### src/rtl/bcd_pkg.sv
// Shared types and helpers for the serial BCD subtract sequencer.
// Holds the controller state encoding and digit validity check.
package bcd_pkg;

  typedef enum logic [1:0] {
    IDLE,
    SUB,
    COMP,
    DONE
  } state_t;

  localparam int         BCD_W   = 4;
  localparam logic [3:0] BCD_MAX = 4'd9;

  function automatic logic is_bcd(
    input logic [BCD_W-1:0] digit
  );
    return digit <= BCD_MAX;
  endfunction

endpackage

### src/rtl/bcd_digit_sub.sv
// Single BCD digit subtract-with-borrow slice.
// A negative raw difference is folded back into 0..9 with +10.
module bcd_digit_sub
  import bcd_pkg::*;
(
  input  logic [BCD_W-1:0] i_a,
  input  logic [BCD_W-1:0] i_b,
  input  logic             i_bin,
  output logic [BCD_W-1:0] o_d,
  output logic             o_bout
);

  logic [BCD_W:0] w_raw;

  always_comb begin
    w_raw  = {1'b0, i_a} - {1'b0, i_b}
           - {{BCD_W{1'b0}}, i_bin};
    o_bout = w_raw[BCD_W];
    o_d    = o_bout
           ? w_raw[BCD_W-1:0] + BCD_W'(10)
           : w_raw[BCD_W-1:0];
  end

endmodule

### src/rtl/bcd_serial_sub_ctrl.sv
// Digit-serial |A-B| sequencer sharing one BCD slice, LSD first.
// A negative raw result gets a second ten's-complement pass.
module bcd_serial_sub_ctrl
  import bcd_pkg::*;
#(
  parameter int DIGITS = 4
) (
  input  logic                    clk,
  input  logic                    reset,
  input  logic                    start,
  input  logic [BCD_W*DIGITS-1:0] a,
  input  logic [BCD_W*DIGITS-1:0] b,
  output logic                    ready,
  output logic                    done,
  output logic [BCD_W*DIGITS-1:0] diff,
  output logic                    neg,
  output logic                    err
);

  localparam int IW = (DIGITS > 1) ? $clog2(DIGITS) : 1;
  localparam logic [IW-1:0] LAST = IW'(DIGITS - 1);

  state_t                    r_state;
  state_t                    w_nxt;
  logic [IW-1:0]             r_idx;
  logic                      r_borrow;
  logic [BCD_W*DIGITS-1:0]   r_a;
  logic [BCD_W*DIGITS-1:0]   r_b;
  logic [BCD_W*DIGITS-1:0]   r_diff;
  logic                      r_neg;
  logic                      r_err;
  logic                      r_done;

  logic                      w_bad;
  logic                      w_last;
  logic                      w_comp;
  logic [BCD_W-1:0]          w_sa;
  logic [BCD_W-1:0]          w_sb;
  logic [BCD_W-1:0]          w_d;
  logic                      w_bout;

  always_comb begin
    w_bad = 1'b0;
    for (int i = 0; i < DIGITS; i++) begin
      if (!is_bcd(a[i*BCD_W +: BCD_W]) ||
          !is_bcd(b[i*BCD_W +: BCD_W]))
        w_bad = 1'b1;
    end
  end

  // COMP pass feeds 0 - r[idx] through the same slice
  assign w_comp = (r_state == COMP);
  assign w_last = (r_idx == LAST);
  assign w_sa   = w_comp ? '0
                : r_a[r_idx*BCD_W +: BCD_W];
  assign w_sb   = w_comp ? r_diff[r_idx*BCD_W +: BCD_W]
                : r_b[r_idx*BCD_W +: BCD_W];

  bcd_digit_sub u_slice (
    .i_a    (w_sa),
    .i_b    (w_sb),
    .i_bin  (r_borrow),
    .o_d    (w_d),
    .o_bout (w_bout)
  );

  always_ff @(posedge clk) begin
    if (reset) r_state <= IDLE;
    else       r_state <= w_nxt;
  end

  always_comb begin
    w_nxt = r_state;
    unique case (r_state)
      IDLE, DONE: if (start) w_nxt = SUB;
      SUB: begin
        if (r_err)       w_nxt = DONE;
        else if (w_last) w_nxt = w_bout ? COMP : DONE;
      end
      COMP: if (w_last) w_nxt = DONE;
      default: w_nxt = IDLE;
    endcase
  end

  always_ff @(posedge clk) begin
    if (reset) begin
      r_idx    <= '0;
      r_borrow <= 1'b0;
      r_a      <= '0;
      r_b      <= '0;
      r_diff   <= '0;
      r_neg    <= 1'b0;
      r_err    <= 1'b0;
      r_done   <= 1'b0;
    end else begin
      r_done <= (w_nxt == DONE) && (r_state != DONE);
      unique case (r_state)
        IDLE, DONE: begin
          if (start) begin
            r_a      <= a;
            r_b      <= b;
            r_idx    <= '0;
            r_borrow <= 1'b0;
            r_diff   <= '0;
            r_neg    <= 1'b0;
            r_err    <= w_bad;
          end
        end
        SUB, COMP: begin
          if (!r_err) begin
            r_diff[r_idx*BCD_W +: BCD_W] <= w_d;
            if (w_last) begin
              r_idx    <= '0;
              r_borrow <= 1'b0;
              r_neg    <= w_comp;
            end else begin
              r_idx    <= r_idx + 1'b1;
              r_borrow <= w_bout;
            end
          end
        end
        default: ;
      endcase
    end
  end

  assign ready = (r_state == IDLE) || (r_state == DONE);
  assign done  = r_done;
  assign diff  = r_diff;
  assign neg   = r_neg;
  assign err   = r_err;

endmodule

### config.mk
export PLATFORM = sky130hd
export DESIGN_NAME = bcd_serial_sub_ctrl
export DESIGN_NICKNAME = d
export VERILOG_FILES = /design/src/rtl/bcd_pkg.sv /design/src/rtl/bcd_digit_sub.sv /design/src/rtl/bcd_serial_sub_ctrl.sv
export SDC_FILE = /design/constraint.sdc
export NUM_CORES = 1
export LEC_CHECK = 0
export CAP_MARGIN = 20
export CORE_UTILIZATION = 54
export DETAILED_ROUTE_END_ITERATION = 6
export PLACE_DENSITY = 0.79
export SKIP_LAST_GASP = 1
export SLEW_MARGIN = 20
export SYNTH_ARGS = -nofsm -noshare
export SYNTH_HDL_FRONTEND = slang
export SYNTH_SLANG_ARGS = --single-unit
export TNS_END_PERCENT = 1
### constraint.sdc
create_clock -name clk -period 10.1 [get_ports clk]
set_input_delay 1.01 -clock clk [delete_from_list [all_inputs] [get_ports clk]]
set_output_delay 1.01 -clock clk [all_outputs]
set_load 0.03 [all_outputs]
==> results.sh, run 1 <==
export IMPL_slew_violations=0
export IMPL_endpoint_kind="flop"
export IMPL_ctsResizeCount=0
export IMPL_grt_max_degree=47
export IMPL_yosys_cell_types_count=37
export IMPL_reg2reg_depth=12
export IMPL_antenna_left=0
export IMPL_timing_final_ws_setup_ns=6.390
export IMPL_cts_tree="built"
export IMPL_grt_ovfl_total=0
export IMPL_slowest_delay_ns=0.64
export IMPL_cp_depth=12
export IMPL_dr_pass1_iters=4
export IMPL_drc=0
export IMPL_synth_ff_type="dfxtp_1"
export IMPL_die_w_um=73.84
export IMPL_die_h_um=73.84
export IMPL_worst_pin_slew_ns=0.7157
export IMPL_yosys_area_top_type="dfxtp_1"
export IMPL_drt_iter0_markers=195
export IMPL_gp_congestion=0.9216
export IMPL_maxSlewHeadroom=0.5229
export IMPL_design_area_sq_mm=0.003463
export IMPL_ys_ff_latch=56
export IMPL_period_needed_ns=3.710
export IMPL_grtUsageTotal=0.2593
export IMPL_finalCritPeriodShare=0.3673
export IMPL_crit_fanout=18
export IMPL_synth_warnings=0
export IMPL_path_buf_inv=1
export IMPL_ys_seq_area_frac=0.4023
export IMPL_place_inst=435
export IMPL_arrival_ns=3.90
export IMPL_final_instance_count_excl_fill=443
export IMPL_slowest_stage="ha_1"
export IMPL_syn_nets=379
export IMPL_cts_buffers=5
export IMPL_wl_per_cell_um=14.94
export IMPL_fp_row_count=25
export IMPL_fin_worst_skew_ns=0.007571
export IMPL_fill_cells=394
export IMPL_seq_power_share=0.334
export IMPL_p_sw_w=0.0003866
export IMPL_dp_slack_ns=6.265
export IMPL_cts_clk_slew_worst_paths_ns=0.10
export IMPL_grt_pass1_wl_mm=10.58
export IMPL_die_area_sq_mm=0.005452
export IMPL_critPathRequiredTime_ns=10.29
export IMPL_setup_worst_path_start_class="flop"
export IMPL_clockPowerShare=0.170
export IMPL_core_area_sq_mm=0.004848
export IMPL_setup_worst_path_class="reg2reg"
export IMPL_yosys_top_cells_area="dfxtp_1 (40%), nand2_1 (13%), mux4_2 (8.9%)"
export IMPL_io_buffer_count=54
export IMPL_p_sw_frac=0.4184
export IMPL_p_leak_nw=1.269
export IMPL_syn_area_sq_mm=0.002786
export IMPL_path_cells="ha_1, mux4_2, nand2_1, nand2_1, fa_1, inv_1, fa_1, ha_1, o21ai_0, o31ai_1, xnor2_1, o21ai_1"
export IMPL_rsz0062_at_grt="false"
export IMPL_synth_edf_count=0
export IMPL_outcome="finished clean"
export IMPL_cts_max_level=2
export IMPL_maxCapViolCount=0
export IMPL_cts_sinks=56
export IMPL_ir_drop_uv=210.6
export IMPL_routed_wl_mm=6.620
export IMPL_vias=2501
export IMPL_holdPathStages=2
export IMPL_yosysTopAreaCellShare=0.4023
export IMPL_synth_avg_cell_area_sq_um=8.444
export IMPL_antenna_found_initial=0
export IMPL_holdCritPathClass="reg2reg"
export IMPL_async_reset_ff_frac=0
export IMPL_critPathTopFamily="adder cells"
export IMPL_final_hold_violation_count=0
export IMPL_synthCells=330
export IMPL_p_int_w=0.0005375
export IMPL_grt_pass1_vias=2243
export IMPL_antenna_cells=0
export IMPL_cts_buffer_depth=2
export IMPL_via_per_inst=5.646
export IMPL_dpl_hpwl_mm=4.925
export IMPL_fin_tns_setup_ns=0
export IMPL_post_cts_buffers=0
export IMPL_fmax_mhz=269.5
export IMPL_io_pins=55
export IMPL_power_density_mw_per_mm2=266.8
export IMPL_ctsHoldBuffers=0
export IMPL_insertion_delay_ns=0.31
export IMPL_setup_viol_count_final=0
export IMPL_cts_root_buf="clkbuf_8"
export IMPL_total_power_w=0.0009241
export IMPL_area_delta_synth_final_pct=24.29
export IMPL_drive_above_1_share=0.07181
export IMPL_start_util=0.5747
export IMPL_detailed_place_area_sq_mm=0.003341
export IMPL_p_comb_frac=0.496
export IMPL_final_nets=424
[through the flow]
| stage | utilization | hold WS (ns) |
|---|---|---|
| after global routing | 0.7143 | 0.4810 |
| after floorplan | - | 0.4331 |
| final | 0.7143 | 0.4589 |
| after global placement | 0.6890 | 0.4422 |
| after detailed placement | 0.6890 | 0.4453 |
| after CTS | 0.7141 | 0.4606 |
[cell type report]
class / count / area [sq um] / area share
Clock buffer: 6 / 82.58 / 0.02384
Inverter: 8 / 30.03 / 0.008671
Clock inverter: 2 / 38.79 / 0.01120
Tap cell: 67 / 83.83 / 0.02421
Multi-Input combinational cell: 247 / 1543 / 0.4454
Sequential cell: 56 / 1122 / 0.3241
Timing Repair Buffer: 57 / 563.0 / 0.1626
[placed cells by master (no fill, tap or decap), drive strengths merged, types with 4 or more instances in the layout]
cell type      Yosys  routed
ha                12      12
o21ai             23      23
nor4b              4       4
a21oi             40      40
nand2             96      96
mux4              11      11
inv                8       8
dfxtp             56      56
xnor2              4       4
clkbuf            12       6
nor2              12      12
mux2i              4       4
clkdlybuf4s50      0      54
nand2b             7       7
[synth_stat cells, types with 2 or more instances]
library cell  instances
a21oi_1              40
a211oi_1              2
o21ai_0              19
ha_1                 12
a31oi_1               3
nor2_1               12
nand4_1               2
or4_1                 2
buf_6                 2
nand2_1              96
xor2_1                3
nor3_1                3
mux4_2               11
or2_2                 2
xnor2_1               4
o31ai_1               3
clkbuf_1             12
nand2b_1              7
buf_1                 2
mux2i_1               4
buf_2                 2
o21ai_1               4
dfxtp_1              56
and2_1                3
nand3_1               2
fa_1                  2
inv_1                 8
nor4b_1               3
[state kept, by name, indices dropped and copies added (netlist names)]
name,cells
neg,1
r_b,16
r_borrow,1
r_a,16
done,1
diff,16
r_idx,2
r_state,2
err,1
[worst paths after layout]
path                    startpoint  slack, ns                    to
max          r_state[1]$_SDFF_PP0_       6.39  diff[3]$_SDFFE_PP0P_
max reg2reg  r_state[1]$_SDFF_PP0_       6.39  diff[3]$_SDFFE_PP0P_
min reg2reg    r_b[3]$_SDFFE_PP0P_       0.46   r_b[3]$_SDFFE_PP0P_
min            r_b[3]$_SDFFE_PP0P_       0.46   r_b[3]$_SDFFE_PP0P_
[kinds of logic after synthesis]
kind of cell             count (synthesis)  synth area share
AND/OR/NAND/NOR                        137            0.2178
adder cells (fa/ha/maj)                 14           0.06825
XOR/XNOR                                 7           0.02200
multiplexers                            15            0.1033
flip-flops                              56            0.4023
AO/OA/AOI/OAI                           74            0.1423
buffers and inverters                   27           0.04401
[routing by layer]
layer	global-route usage	part of all wire	up-vias	wire, um
li1	-	-	1226	-
met1	0.3524	0.44	1197	2930
met3	0.04527	0.051	8	336
met4	0.06624	0.015	0	96
met2	0.4271	0.49	70	3256
met5	0	0	-	0
[power groups by stage]
| stage | sequential [W] | clock, W | combinational [W] |
|---|---|---|---|
| 2_1_floorplan | 0.000310 | 0 | 0.000332 |
| 3_3_place_gp | 0.000312 | 0 | 0.000434 |
| 3_5_place_dp | 0.000313 | 0 | 0.000453 |
| 4_1_cts | 0.000308 | 0.000156 | 0.000458 |
| 5_1_grt | 0.000315 | 0.000166 | 0.000505 |
| 6_report | 0.000308 | 0.000157 | 0.000458 |
[worst min-delay path: cells and delay by family (launching register included)]
| family | cells | cell delay (ns) |
|---|---|---|
| AND/OR/NAND/NOR | 1 | 0.05 |
| AO/OA/AOI/OAI | 1 | 0.05 |
| flip-flops | 1 | 0.32 |
Power figures use the tool's default switching activity.
==> run 2, diff against run 1 <==
- CORE_UTILIZATION: 54 -> 46
- PLACE_DENSITY: 0.79 -> 0.71
- clock period: 10.1 -> 3.1 ns (I/O delays scaled with it)
==> results.sh, run 2 (synthesis results as in run 1) <==
export IMPL_antenna_found_initial=0
export IMPL_grt_pass1_wl_mm=11.39
export IMPL_path_cells="inv_1, ha_2, mux4_2, nand2_1, nand2_1, fa_1, inv_2, fa_1, ha_1, o21ai_0, o31ai_1, xnor2_1, o21ai_1"
export IMPL_start_util=0.4910
export IMPL_fin_tns_setup_ns=0
export IMPL_arrival_ns=3.20
export IMPL_reg2reg_depth=13
export IMPL_maxSlewHeadroom=0.6619
export IMPL_wl_per_cell_um=15.92
export IMPL_cts_clk_slew_worst_paths_ns=0.10
export IMPL_rsz0062_at_grt="true"
export IMPL_fill_cells=523
export IMPL_die_w_um=79.83
export IMPL_antenna_left=0
export IMPL_drt_iter0_markers=173
export IMPL_worst_pin_slew_ns=0.5059
export IMPL_mostFrequentLayoutCells="nand2_1 (96), clkdlybuf4s50_1 (54), dfxtp_1 (53), a21oi_1 (40), o21ai_0 (19)"
export IMPL_slew_violations=0
export IMPL_min_from="r_a[3]$_SDFFE_PP0P_"
export IMPL_outcome="finished clean"
export IMPL_vias=2504
export IMPL_cts_sinks=56
export IMPL_cp_depth=13
export IMPL_holdPathStages=2
export IMPL_slowest_delay_ns=0.42
export IMPL_post_cts_buffers=0
export IMPL_cts_buffer_depth=2
export IMPL_io_buffer_count=54
export IMPL_cts_root_buf="clkbuf_8"
export IMPL_gp_congestion=0.8491
export IMPL_maxCapViolCount=0
export IMPL_path_buf_inv=2
export IMPL_setup_worst_path_class="reg2reg"
export IMPL_reg2reg_from="r_state[0]$_SDFF_PP0_"
export IMPL_area_delta_synth_final_pct=28.47
export IMPL_holdCritPathClass="reg2reg"
export IMPL_die_area_sq_mm=0.006373
export IMPL_grt_ovfl_total=0
export IMPL_holdWs_ns=0.4605
export IMPL_io_pins=55
export IMPL_insertion_delay_ns=0.31
export IMPL_fp_row_count=27
export IMPL_drc=0
export IMPL_grtUsageTotal=0.2341
export IMPL_grt_pass1_vias=2359
export IMPL_multi_input_area_sq_mm=0.001558
export IMPL_ff_latch_area_sq_mm=0.001127
export IMPL_dr_pass1_iters=4
export IMPL_grt_max_degree=43
export IMPL_p_leak_nw=1.332
export IMPL_cts_tree="built"
export IMPL_cts_buffers=5
export IMPL_endpoint_kind="flop"
export IMPL_antenna_cells=0
export IMPL_setup_worst_path_start_class="flop"
export IMPL_drive_above_1_share=0.1114
export IMPL_critPathTopFamily="adder cells"
export IMPL_cp_startpoint="r_state[0]$_SDFF_PP0_"
export IMPL_final_common_cell="nand2_1"
export IMPL_ir_drop_uv=562.0
export IMPL_die_h_um=79.83
export IMPL_critPathRequiredTime_ns=3.30
export IMPL_routed_wl_mm=7.293
export IMPL_fin_worst_skew_ns=0.007981
export IMPL_finalCritPeriodShare=0.9680
export IMPL_power_density_mw_per_mm2=900.9
export IMPL_cts_max_level=2
export IMPL_final_nets=435
export IMPL_setup_viol_count_final=0
export IMPL_final_hold_violation_count=0
export IMPL_slowest_stage="fa_1"
export IMPL_fmax_mhz=333.2
export IMPL_dpl_hpwl_mm=5.538
export IMPL_via_per_inst=5.467
export IMPL_period_needed_ns=3.001
export IMPL_crit_fanout=5
export IMPL_core_area_sq_mm=0.005675
run 2: where the power goes:
group | leakage [nW] | switching (W) | internal (W)
clock network | 0.0642 | 0.000232 | 0.000318
registers | 0.458 | 0.000110 | 0.000869
logic | 0.809 | 0.000941 | 0.000756
run 2: area by class of cell:
| cell class | instances | share of cell area |
|---|---|---|
| clock buffer | 5 | 0.01922 |
| clock inverter | 2 | 0.01678 |
| inverter | 8 | 0.008389 |
| multi-input combinational | 247 | 0.4352 |
| sequential | 56 | 0.3149 |
| tap | 72 | 0.02517 |
| timing repair buffer | 68 | 0.1804 |
run 2: metrics by stage:
stage	instances	setup WS [ns]	total power (W)	utilization	instance area, sq um
3_3_place_gp	451	0.08772	0.002610	0.6045	3431
4_1_cts	458	0.04228	0.003188	0.6274	3561
5_1_grt	458	-0.007682	0.003421	0.6307	3580
2_1_floorplan	330	0.01572	0.002105	-	2803
3_5_place_dp	451	-0.02345	0.002637	0.6045	3431
6_report	458	0.09912	0.003225	0.6307	3580
run 2: worst paths after layout:
path | slack, ns | end
max | 0.1 | diff[3]$_SDFFE_PP0P_
min | 0.46 | r_a[3]$_SDFFE_PP0P_
max reg2reg | 0.1 | diff[3]$_SDFFE_PP0P_
min reg2reg | 0.46 | r_a[3]$_SDFFE_PP0P_
run 2: metal layers:
metal	part of all wire	vias to the layer above	GRT usage
met5	0	-	0
met4	0.019	0	0.06607
met3	0.058	13	0.03543
met2	0.48	83	0.3915
met1	0.44	1168	0.3120
li1	-	1240	-
run 2: what timing repair did:
item,4_1_cts,5_1_grt
endpoints found under the setup margin,4,15
pin swaps,0,1
resized for setup,1,6
hold buffers,0,0
gates cloned,0,0
run 2: worst min-delay path: cells and delay by family, from the launching register on:
kind | cells | cell delay, ns
and+or+nand+nor | 1 | 0.05
DFF | 1 | 0.32
AOI/OAI and AO/OA | 1 | 0.05
